[src/rtl/random_pkg.sv]
// rtl/random_pkg.sv - shared state encoding and LFSR tap table for random_roller
package random_pkg;

    typedef enum logic [1:0] {
        ST_IDLE  = 2'd0,
        ST_ROLL  = 2'd1,
        ST_PAUSE = 2'd2
    } roll_state_t;

    localparam int MAX_W = 16;

    // Tap masks for a right-shifting Fibonacci LFSR: bit 0 plus the lower
    // terms of a primitive polynomial x^W + ... + 1.
    function automatic logic [MAX_W-1:0] lfsr_taps(input int w);
        case (w)
            4:       lfsr_taps = 16'h0009;
            5:       lfsr_taps = 16'h0009;
            6:       lfsr_taps = 16'h0021;
            7:       lfsr_taps = 16'h0041;
            8:       lfsr_taps = 16'h0071;
            9:       lfsr_taps = 16'h0021;
            10:      lfsr_taps = 16'h0081;
            11:      lfsr_taps = 16'h0201;
            12:      lfsr_taps = 16'h0C11;
            13:      lfsr_taps = 16'h1901;
            14:      lfsr_taps = 16'h3005;
            15:      lfsr_taps = 16'h4001;
            16:      lfsr_taps = 16'hA011;
            default: lfsr_taps = 16'h0009;
        endcase
    endfunction

endpackage

[src/rtl/lfsr_core.sv]
// rtl/lfsr_core.sv - maximal-length Fibonacci LFSR with seed load and step enable
module lfsr_core
    import random_pkg::*;
#(
    parameter int W = 4
) (
    input  logic         i_clk,
    input  logic         i_rst,
    input  logic         i_step,
    input  logic         i_load,
    input  logic [W-1:0] i_seed,
    output logic [W-1:0] o_value,
    output logic [W-1:0] o_next
);

    localparam logic [MAX_W-1:0] TAPS_FULL = lfsr_taps(W);
    localparam logic [W-1:0]     TAPS      = TAPS_FULL[W-1:0];

    logic [W-1:0] r;

    assign o_next  = {^(r & TAPS), r[W-1:1]};
    assign o_value = r;

    // The all-zero state is a lock-up state, so a zero seed becomes 1.
    always_ff @(posedge i_clk) begin
        if (i_rst) begin
            r <= W'(1);
        end else if (i_load) begin
            r <= (i_seed == '0) ? W'(1) : i_seed;
        end else if (i_step) begin
            r <= o_next;
        end
    end

endmodule

[src/rtl/random_roller.sv]
// rtl/random_roller.sv - slowing dice roller with pause and finished-roll history
module random_roller
    import random_pkg::*;
#(
    parameter int W            = 4,
    parameter int NPHASE       = 5,
    parameter int PHASE_CYCLES = 100_000_000,
    parameter int BASE_DIV     = 3_125_000,
    parameter int HIST_DEPTH   = 4
) (
    input  logic                        i_clk,
    input  logic                        i_rst,
    input  logic                        i_start,
    input  logic                        i_prev,
    input  logic                        i_seed_load,
    input  logic [W-1:0]                i_seed,
    output logic [W-1:0]                o_random_out,
    output logic                        o_busy,
    output logic [$clog2(HIST_DEPTH):0] o_hist_idx
);

    localparam int     IW      = $clog2(HIST_DEPTH) + 1;
    localparam longint DIV_MAX = longint'(BASE_DIV) << (NPHASE - 1);
    localparam int     DW      = (DIV_MAX > 1) ? $clog2(DIV_MAX) : 1;
    localparam int     PW      = (PHASE_CYCLES > 1) ? $clog2(PHASE_CYCLES) : 1;
    localparam int     PHW     = (NPHASE > 1) ? $clog2(NPHASE) : 1;

    roll_state_t    state, state_n;
    logic [DW-1:0]  divcnt, div_limit;
    logic [PW-1:0]  phcnt;
    logic [PHW-1:0] phase;
    logic [IW-1:0]  hist_idx, hist_valid;
    logic [W-1:0]   hist [HIST_DEPTH];
    logic [W-1:0]   hist_sel, lfsr_q, lfsr_next;
    logic           div_term, ph_term, last_phase;
    logic           go, count_en, lfsr_step, lfsr_load, push, idx_inc;

    lfsr_core #(.W(W)) u_lfsr (
        .i_clk   (i_clk),
        .i_rst   (i_rst),
        .i_step  (lfsr_step),
        .i_load  (lfsr_load),
        .i_seed  (i_seed),
        .o_value (lfsr_q),
        .o_next  (lfsr_next)
    );

    assign div_limit  = DW'((longint'(BASE_DIV) << phase) - 1);
    assign div_term   = (divcnt == div_limit);
    assign ph_term    = (phcnt == PW'(PHASE_CYCLES - 1));
    assign last_phase = (phase == PHW'(NPHASE - 1));

    always_ff @(posedge i_clk) begin
        if (i_rst) begin
            state <= ST_IDLE;
        end else begin
            state <= state_n;
        end
    end

    always_comb begin
        state_n   = state;
        go        = 1'b0;
        count_en  = 1'b0;
        lfsr_step = 1'b0;
        lfsr_load = 1'b0;
        push      = 1'b0;
        idx_inc   = 1'b0;
        if (i_start) begin
            state_n = ST_ROLL;
            go      = 1'b1;
        end else begin
            case (state)
                ST_IDLE: begin
                    if (i_prev) begin
                        idx_inc = (hist_idx + IW'(1) < hist_valid);
                    end else if (i_seed_load) begin
                        lfsr_load = 1'b1;
                    end
                end
                ST_ROLL: begin
                    if (i_prev) begin
                        state_n = ST_PAUSE;
                    end else begin
                        count_en  = 1'b1;
                        lfsr_step = div_term;
                        if (ph_term && last_phase) begin
                            state_n = ST_IDLE;
                            push    = 1'b1;
                        end
                    end
                end
                ST_PAUSE: begin
                    if (i_prev) begin
                        state_n = ST_ROLL;
                    end
                end
                default: state_n = ST_IDLE;
            endcase
        end
    end

    // Counters, history shift register and browse index.
    always_ff @(posedge i_clk) begin
        if (i_rst) begin
            divcnt     <= '0;
            phcnt      <= '0;
            phase      <= '0;
            hist_idx   <= '0;
            hist_valid <= '0;
            for (int k = 0; k < HIST_DEPTH; k++) begin
                hist[k] <= '0;
            end
        end else begin
            if (go) begin
                divcnt   <= '0;
                phcnt    <= '0;
                phase    <= '0;
                hist_idx <= '0;
            end else if (count_en) begin
                if (ph_term) begin
                    divcnt <= '0;
                    phcnt  <= '0;
                    phase  <= last_phase ? '0 : phase + PHW'(1);
                end else begin
                    phcnt  <= phcnt + PW'(1);
                    divcnt <= div_term ? '0 : divcnt + DW'(1);
                end
            end
            if (idx_inc) begin
                hist_idx <= hist_idx + IW'(1);
            end
            if (push) begin
                hist[0] <= lfsr_step ? lfsr_next : lfsr_q;
                for (int k = 1; k < HIST_DEPTH; k++) begin
                    hist[k] <= hist[k-1];
                end
                if (hist_valid != IW'(HIST_DEPTH)) begin
                    hist_valid <= hist_valid + IW'(1);
                end
            end
        end
    end

    always_comb begin
        hist_sel = '0;
        for (int k = 0; k < HIST_DEPTH; k++) begin
            if (IW'(k) == hist_idx) begin
                hist_sel = hist[k];
            end
        end
    end

    // Unwritten history entries are held at zero, so an empty history reads 0.
    always_comb begin
        case (state)
            ST_ROLL:  o_random_out = lfsr_q;
            ST_PAUSE: o_random_out = hist[0];
            default:  o_random_out = hist_sel;
        endcase
    end

    assign o_busy     = (state != ST_IDLE);
    assign o_hist_idx = hist_idx;

endmodule

[config.mk]
export PLATFORM = sky130hd
export DESIGN_NAME = random_roller
export DESIGN_NICKNAME = d
export VERILOG_FILES = /design/src/rtl/random_pkg.sv /design/src/rtl/lfsr_core.sv /design/src/rtl/random_roller.sv
export SDC_FILE = /design/constraint.sdc
export NUM_CORES = 1
export LEC_CHECK = 0
export CAP_MARGIN = 0
export CORE_ASPECT_RATIO = 1.25
export CORE_MARGIN = 5
export CORE_UTILIZATION = 50
export CTS_BUF_LIST = sky130_fd_sc_hd__clkbuf_8
export CTS_CLUSTER_DIAMETER = 120
export DETAILED_ROUTE_END_ITERATION = 12
export PLACE_DENSITY = 0.66
export SLEW_MARGIN = 10
export SYNTH_ARGS = -nofsm -noshare
export SYNTH_HDL_FRONTEND = slang
export SYNTH_SLANG_ARGS = --single-unit
[constraint.sdc]
create_clock -name i_clk -period 7.8 [get_ports i_clk]
set_input_delay 1.17 -clock i_clk [delete_from_list [all_inputs] [get_ports i_clk]]
set_output_delay 1.17 -clock i_clk [all_outputs]
set_load 0.005 [all_outputs]
# == Word-level counts from Yosys, hierarchy flattened ==
# Memory sizes are Yosys's and may differ from the RTL's.
# Cells that the tools add are included.
# word_totals
register_bits,68
ramBits,16
input_bits,9
out_inout_bits,8
memories,1
# mem_list
name,depth,width,rd,rd_ports_with_merged_regs,write_ports,line,rtl
hist,4,4,4,0,4,random_roller.sv:33,logic [W-1:0] hist [HIST_DEPTH];
# op_classes
addsub,6
order_cmp,1
eq_ne,14
shifts,1
mux,46
bitwise_logic,5
n_reduce_logical,13
# op_table
operator,n
26-bit 2-to-1 mux,2
4-bit 2-to-1 mux,11
27-bit by 1-bit adder with 27-bit output (second input constant),1
27-bit equality test (second input constant),1
27-bit 2-to-1 mux,1
26-bit by 1-bit adder with 26-bit output (second input constant),1
26-bit equality test,1
22-bit by 3-bit << shifter with 26-bit output (first input constant),1
26-bit by 2-bit subtractor with 26-bit output (second input constant),1
1-bit 2-to-1 mux,24
3-bit by 1-bit adder with 3-bit output (second input constant),3
3-bit 2-to-1 mux,3
3-bit != test (second input constant),3
4-bit one-hot mux with 2 select lines,1
2-bit by 3-bit equality test with 1-bit output (first input constant),2
2-bit 2-to-1 mux,3
2-bit one-hot mux with 3 select lines,1
3-bit AND reduction,2
4-bit zero test,1
2-bit != test (second input constant),2
4-bit != test (second input constant),1
1-bit bitwise OR,4
2-bit AND reduction,2
2-bit nonzero test,2
11 further kinds,12

# == Longest topological paths before layout ==
# depth
word_depth,10
ltp_mapped,16
mapped_depth_nobuf,12

# == Cells and area by module ==
# A second synthesis with hierarchy kept.
# hier_totals
cells_unflattened,647
hier_area_um2,5363.9
# modules_own_cells
mod,instances,cells_per_inst,area_per_inst_um2,seq_area_each_um2
random_roller,1,622,5127.4,1761.7
lfsr_core,1,25,236.5,80.1

# == Least setup slack after synthesis ==
# Ideal clock, no wire load.
# synth_timing
kind,register to register
from,register phase[0]
to,memory hist[0][3] (data pin)
setup_time_ps,131
t_arrival_ps,3371
setup_slack_ps,4298
path_stages_with_launch,16
n_path_buf,3
cell_sequence,dfxtp_1 > buf_2 > inv_1 > ha_1 > buf_2 > nand2_1 > ha_1 > xnor2_1 > a311o_1 > a221o_1 > nor4_1 > nand4_1 > or4_1 > buf_2 > or4_1 > nand2_1
# synth_rtl
element,line,rtl
start: declaration,random_roller.sv:31,logic [PHW-1:0] phase;
start signal: assignment,random_roller.sv:124,phase <= last_phase ? '0 : phase + PHW'(1);
end: declaration,random_roller.sv:33,

# == Final worst setup path ==
# layout_timing
from,register phase[0]
to,register divcnt[11]
# layout_between
elab_chain_cells,5
# layout_rtl
element,line,rtl
22-bit by 3-bit << shifter with 26-bit output,random_roller.sv:48,assign div_limit = DW'((longint'(BASE_DIV) << phase) - 1);
26-bit by 2-bit subtractor with 26-bit output,random_roller.sv:48,
26-bit equality test,random_roller.sv:49,assign div_term = (divcnt == div_limit);
26-bit 2-to-1 mux,random_roller.sv:127,divcnt <= div_term ? '0 : divcnt + DW'(1);
26-bit 2-to-1 mux,random_roller.sv:121,if (ph_term) begin
end signal: assignment,random_roller.sv:127,
end: declaration,random_roller.sv:29,"logic [DW-1:0] divcnt, div_limit;"
# No other way between the ends.
# A chain may end at the register's enable or synchronous reset.

==> qor.csv <==
stage,metric,value,unit
clock_network,CTS Buffer Depth,2,
worst_hold_path,Hold Crit Start,divcnt[21]$_SDFFE_PP0P_,
logic_synthesis,post-synthesis cell area,0.00526,mm²
cells_and_area,layout cells sized above 1,4.64,%
logic_synthesis,Post-Synthesis Net Count,677,
route,DRC violations left,0,
grt,first-pass GRT wire length,20800,µm
power,Leak Pwr,2.04,nW
worst_setup_path,Worst R2R Start,phase[0]$_SDFFE_PP0P_,
grt,Most Crowded Layer GR,met2,
floorplanning,site row count,41,
route,Final ANT Viol Nets,0,
logic_synthesis,Async SR Flop Fraction,0,%
floorplanning,IO Pins,17,
worst_setup_path,CP Capture Type,flop,
route,drt pass-1 iters,5,
logic_synthesis,synth top area cells,"dfxtp_1 26%, edfxtp_1 9.1%, ha_1 5.9%",
cells_and_area,Area Overhead vs Synth,8.14,%
timing,clock skew,0.0127,ns
logic_synthesis,Synth Area in Compound Gates,14.0,%
grt,antenna violations before repair,0,
power,Int Power,655,µW
grt,met1 Track Usage GR,27.3,%
logic_synthesis,Main synth FF type,dfxtp_1,
logic_synthesis,main combinational cell family by area after synthesis,simple AND/OR/NAND/NOR gates,
power,P_sw,200,µW
logic_synthesis,Synth Warn #,0,
logic_synthesis,Synth cell types,68,
cells_and_area,area of the multi-input gates,0.00317,mm²
clock_network,Num Clock Sinks,84,
floorplanning,die area,0.0127,mm²
place,# port buffers,16,
timing,Setup TNS,0,ns
timing,Final period util,60.6,%
clock_network,CTS tree,done,
logic_synthesis,"flops & latches, synth",84,
status,status,finished clean,
timing,unrepaired setup endpoints after global routing,no,
grt,GR met2 Demand/Resource,33.1,%
clock_network,# Post-CTS Setup Buffers,0,
logic_synthesis,adder-cell area share of the yosys netlist,6.14,%
route,DR iter-0 viols,233,
floorplanning,Horiz. Die Dim,102,µm
clock_network,hold_buf cts,0,
clock_network,Num CTS Buffers,9,
floorplanning,CORE AREA,0.0102,mm²
logic_synthesis,Synth top area share,25.9,%
logic_synthesis,post-synthesis sequential area ratio,35.0,%
clock_network,Post-CTS Resized,0,
worst_setup_path,Worst EP arrival,4.99,ns
power,Comb pwr share,4.6,%
clock_network,Worst-Skew Late Latency,0.37,ns
place,placer congestion estimate,0.909,
clock_network,H-tree depth,3,
grt,Total Routing Usage GR,20.2,%
worst_setup_path,CP startpoint,phase[0]$_SDFFE_PP0P_,
worst_setup_path,Crit path required time,8.06,ns
timing,Final WS setup,3.07,ns
route,vias,4512,
floorplanning,Die Y,125,µm
power,sequential power share,52.7,%
power,pwr/cell area,150,mW/mm²
cells_and_area,nets@finish,675,
grt,M3 GR Usage,2.86,%
logic_synthesis,Post-Synth Simple-Gate Area,28.1,%
place,post-DP HPWL,8930,µm
worst_setup_path,"critical path fanouts, max",20,
route,drt wl/cell,16.0,µm
clock_network,"CTS clk-pin slew, worst paths",0.09,ns
logic_synthesis,"Avg Cell Area, Syn",8.18,µm²
clock_network,root buffer cell,clkbuf_8,
power,worst vdd ir,0.112,mV
logic_synthesis,Synth Instances,643,
cells_and_area,fillers,931,
place,pre-CTS WS,3.20,ns
route,WL final,12400,µm
grt,largest net degree at the start of global routing,44,
logic_synthesis,number of synthesized flops with an enable pin,16,
worst_setup_path,Startpoint Class,flop,
logic_synthesis,Yosys top cell by area,dfxtp_1,
timing,min Tclk post-route,4.73,ns
power,total power,855,µW
timing,Fmax,211,MHz
worst_setup_path,WS Path Type,flop to flop,
worst_setup_path,Reg2Reg Setup Slack,3.07,ns
power,Sw Ratio,23.4,%
grt,vias in the first global route,4238,
logic_synthesis,post-synthesis mux area share,2.86,%
worst_hold_path,hold crit path type,flop to flop,
route,Vias per Instance,5.82,
logic_synthesis,XOR/XNOR Fraction of Synth Area,9.26,%
timing,final max-slew violation count,0,
power,clock power share,42.7,%
timing,Least-Margin Pin Slew,0.827,ns
timing,Slew headroom,44.7,%
timing,Fin. Hold Viols,0,
grt,gr ovfl total,0,
cells_and_area,FF+latch area,0.00184,mm²
timing,final setup violation count,0,
cells_and_area,number of diodes,0,
floorplanning,Starting Density,51.5,%
flow_run,max-cap violation count,0,
-- worst max-delay path: stages (launching register included) --
cell and delay (ns):
dfxtp_1 0.56, inv_1 0.18, ha_1 0.43, nor3_2 0.35, o21ai_2 0.11, or4_4 0.55
and4_1 0.21, o31ai_1 0.31, or3_1 0.65, nand3_1 0.75, o311ai_1 0.51
-- through the flow --
stage	hold WS, ns	util [%]	instances	area [µm²]
after floorplan	0.457	-	643	5260
after global placement	0.473	53.5	759	5460
after detailed placement	0.490	53.5	759	5460
after CTS	0.502	55.7	775	5690
after global routing	0.547	55.7	775	5690
final	0.505	55.7	775	5690
-- layout by cell type, fill, tap and decap left out, types with 15 or more instances in the layout --
| master | n |
|---|---|
| nor2_1 | 75 |
| o21ai_0 | 21 |
| and2_1 | 15 |
| and3_1 | 17 |
| inv_1 | 24 |
| a21oi_1 | 25 |
| edfxtp_1 | 16 |
| nand3_1 | 44 |
| clkdlybuf4s50_1 | 16 |
| mux2i_1 | 15 |
| nand2_1 | 79 |
| xnor2_1 | 24 |
| xor2_1 | 29 |
| dfxtp_1 | 68 |
| ha_1 | 25 |
-- worst paths after layout --
kind / to / cells after the start
setup / recovery: divcnt[11]$_SDFFE_PP0P_ / 10
hold / removal: divcnt[21]$_SDFFE_PP0P_ / 2
setup reg to reg: divcnt[11]$_SDFFE_PP0P_ / 10
hold reg to reg: divcnt[21]$_SDFFE_PP0P_ / 2
-- per-layer routing --
layer  up-vias  share of wire [%]  wire [µm]
li1       2269                  -          -
met1      2143                 46       5660
met2        81                 49       6100
met3        19                3.1        387
met4         0                1.8        226
met5         -                  0          0
-- synth_stat cells (all sizes together), types with 6 or more instances --
master	n
ha	25
inv	25
clkbuf	18
dfxtp	68
nand2	79
or3	7
o311ai	8
nand4	13
nor2b	6
nand3	44
a21oi	25
a211oi	7
buf	15
nor3	13
and2	15
xnor2	24
mux2i	15
o21ai	22
and3	17
xor2	29
edfxtp	16
nor2	75
-- registers in the layout, indices dropped and copies added (netlist names) --
| register | cells |
|---|---|
| hist | 16 |
| hist_valid | 3 |
| phcnt | 27 |
| divcnt | 26 |
| phase | 3 |
| state | 2 |
| o_hist_idx | 3 |
| u_lfsr.o_value | 4 |
-- final cells by class --
type | instances | area share, %
repair buffers | 20 | 3.35
clock inverters | 6 | 1.61
flip-flops and latches | 84 | 32.4
multi-input cells | 501 | 55.7
well taps | 129 | 2.84
inverters | 25 | 1.65
clock buffers | 10 | 2.42
-- kinds of logic (layout without fill, tap and decap cells) --
group / count (synthesis) / count (layout)
XOR/XNOR: 54 / 54
AND/OR/NAND/NOR: 300 / 300
flip-flops: 84 / 84
multiplexers: 15 / 15
AO/OA/AOI/OAI: 106 / 106
adder cells (fa/ha/maj): 26 / 26
buffers and inverters: 58 / 61
-- power by group through the flow --
stage	registers, mW	clock network [mW]	logic [mW]
floorplan	0.459	0	0.0219
global placement	0.460	0	0.0386
detailed placement	0.461	0	0.0392
CTS	0.450	0.369	0.0393
global route	0.451	0.388	0.0433
finish	0.450	0.365	0.0391
(Power assumes the default switching activity.)
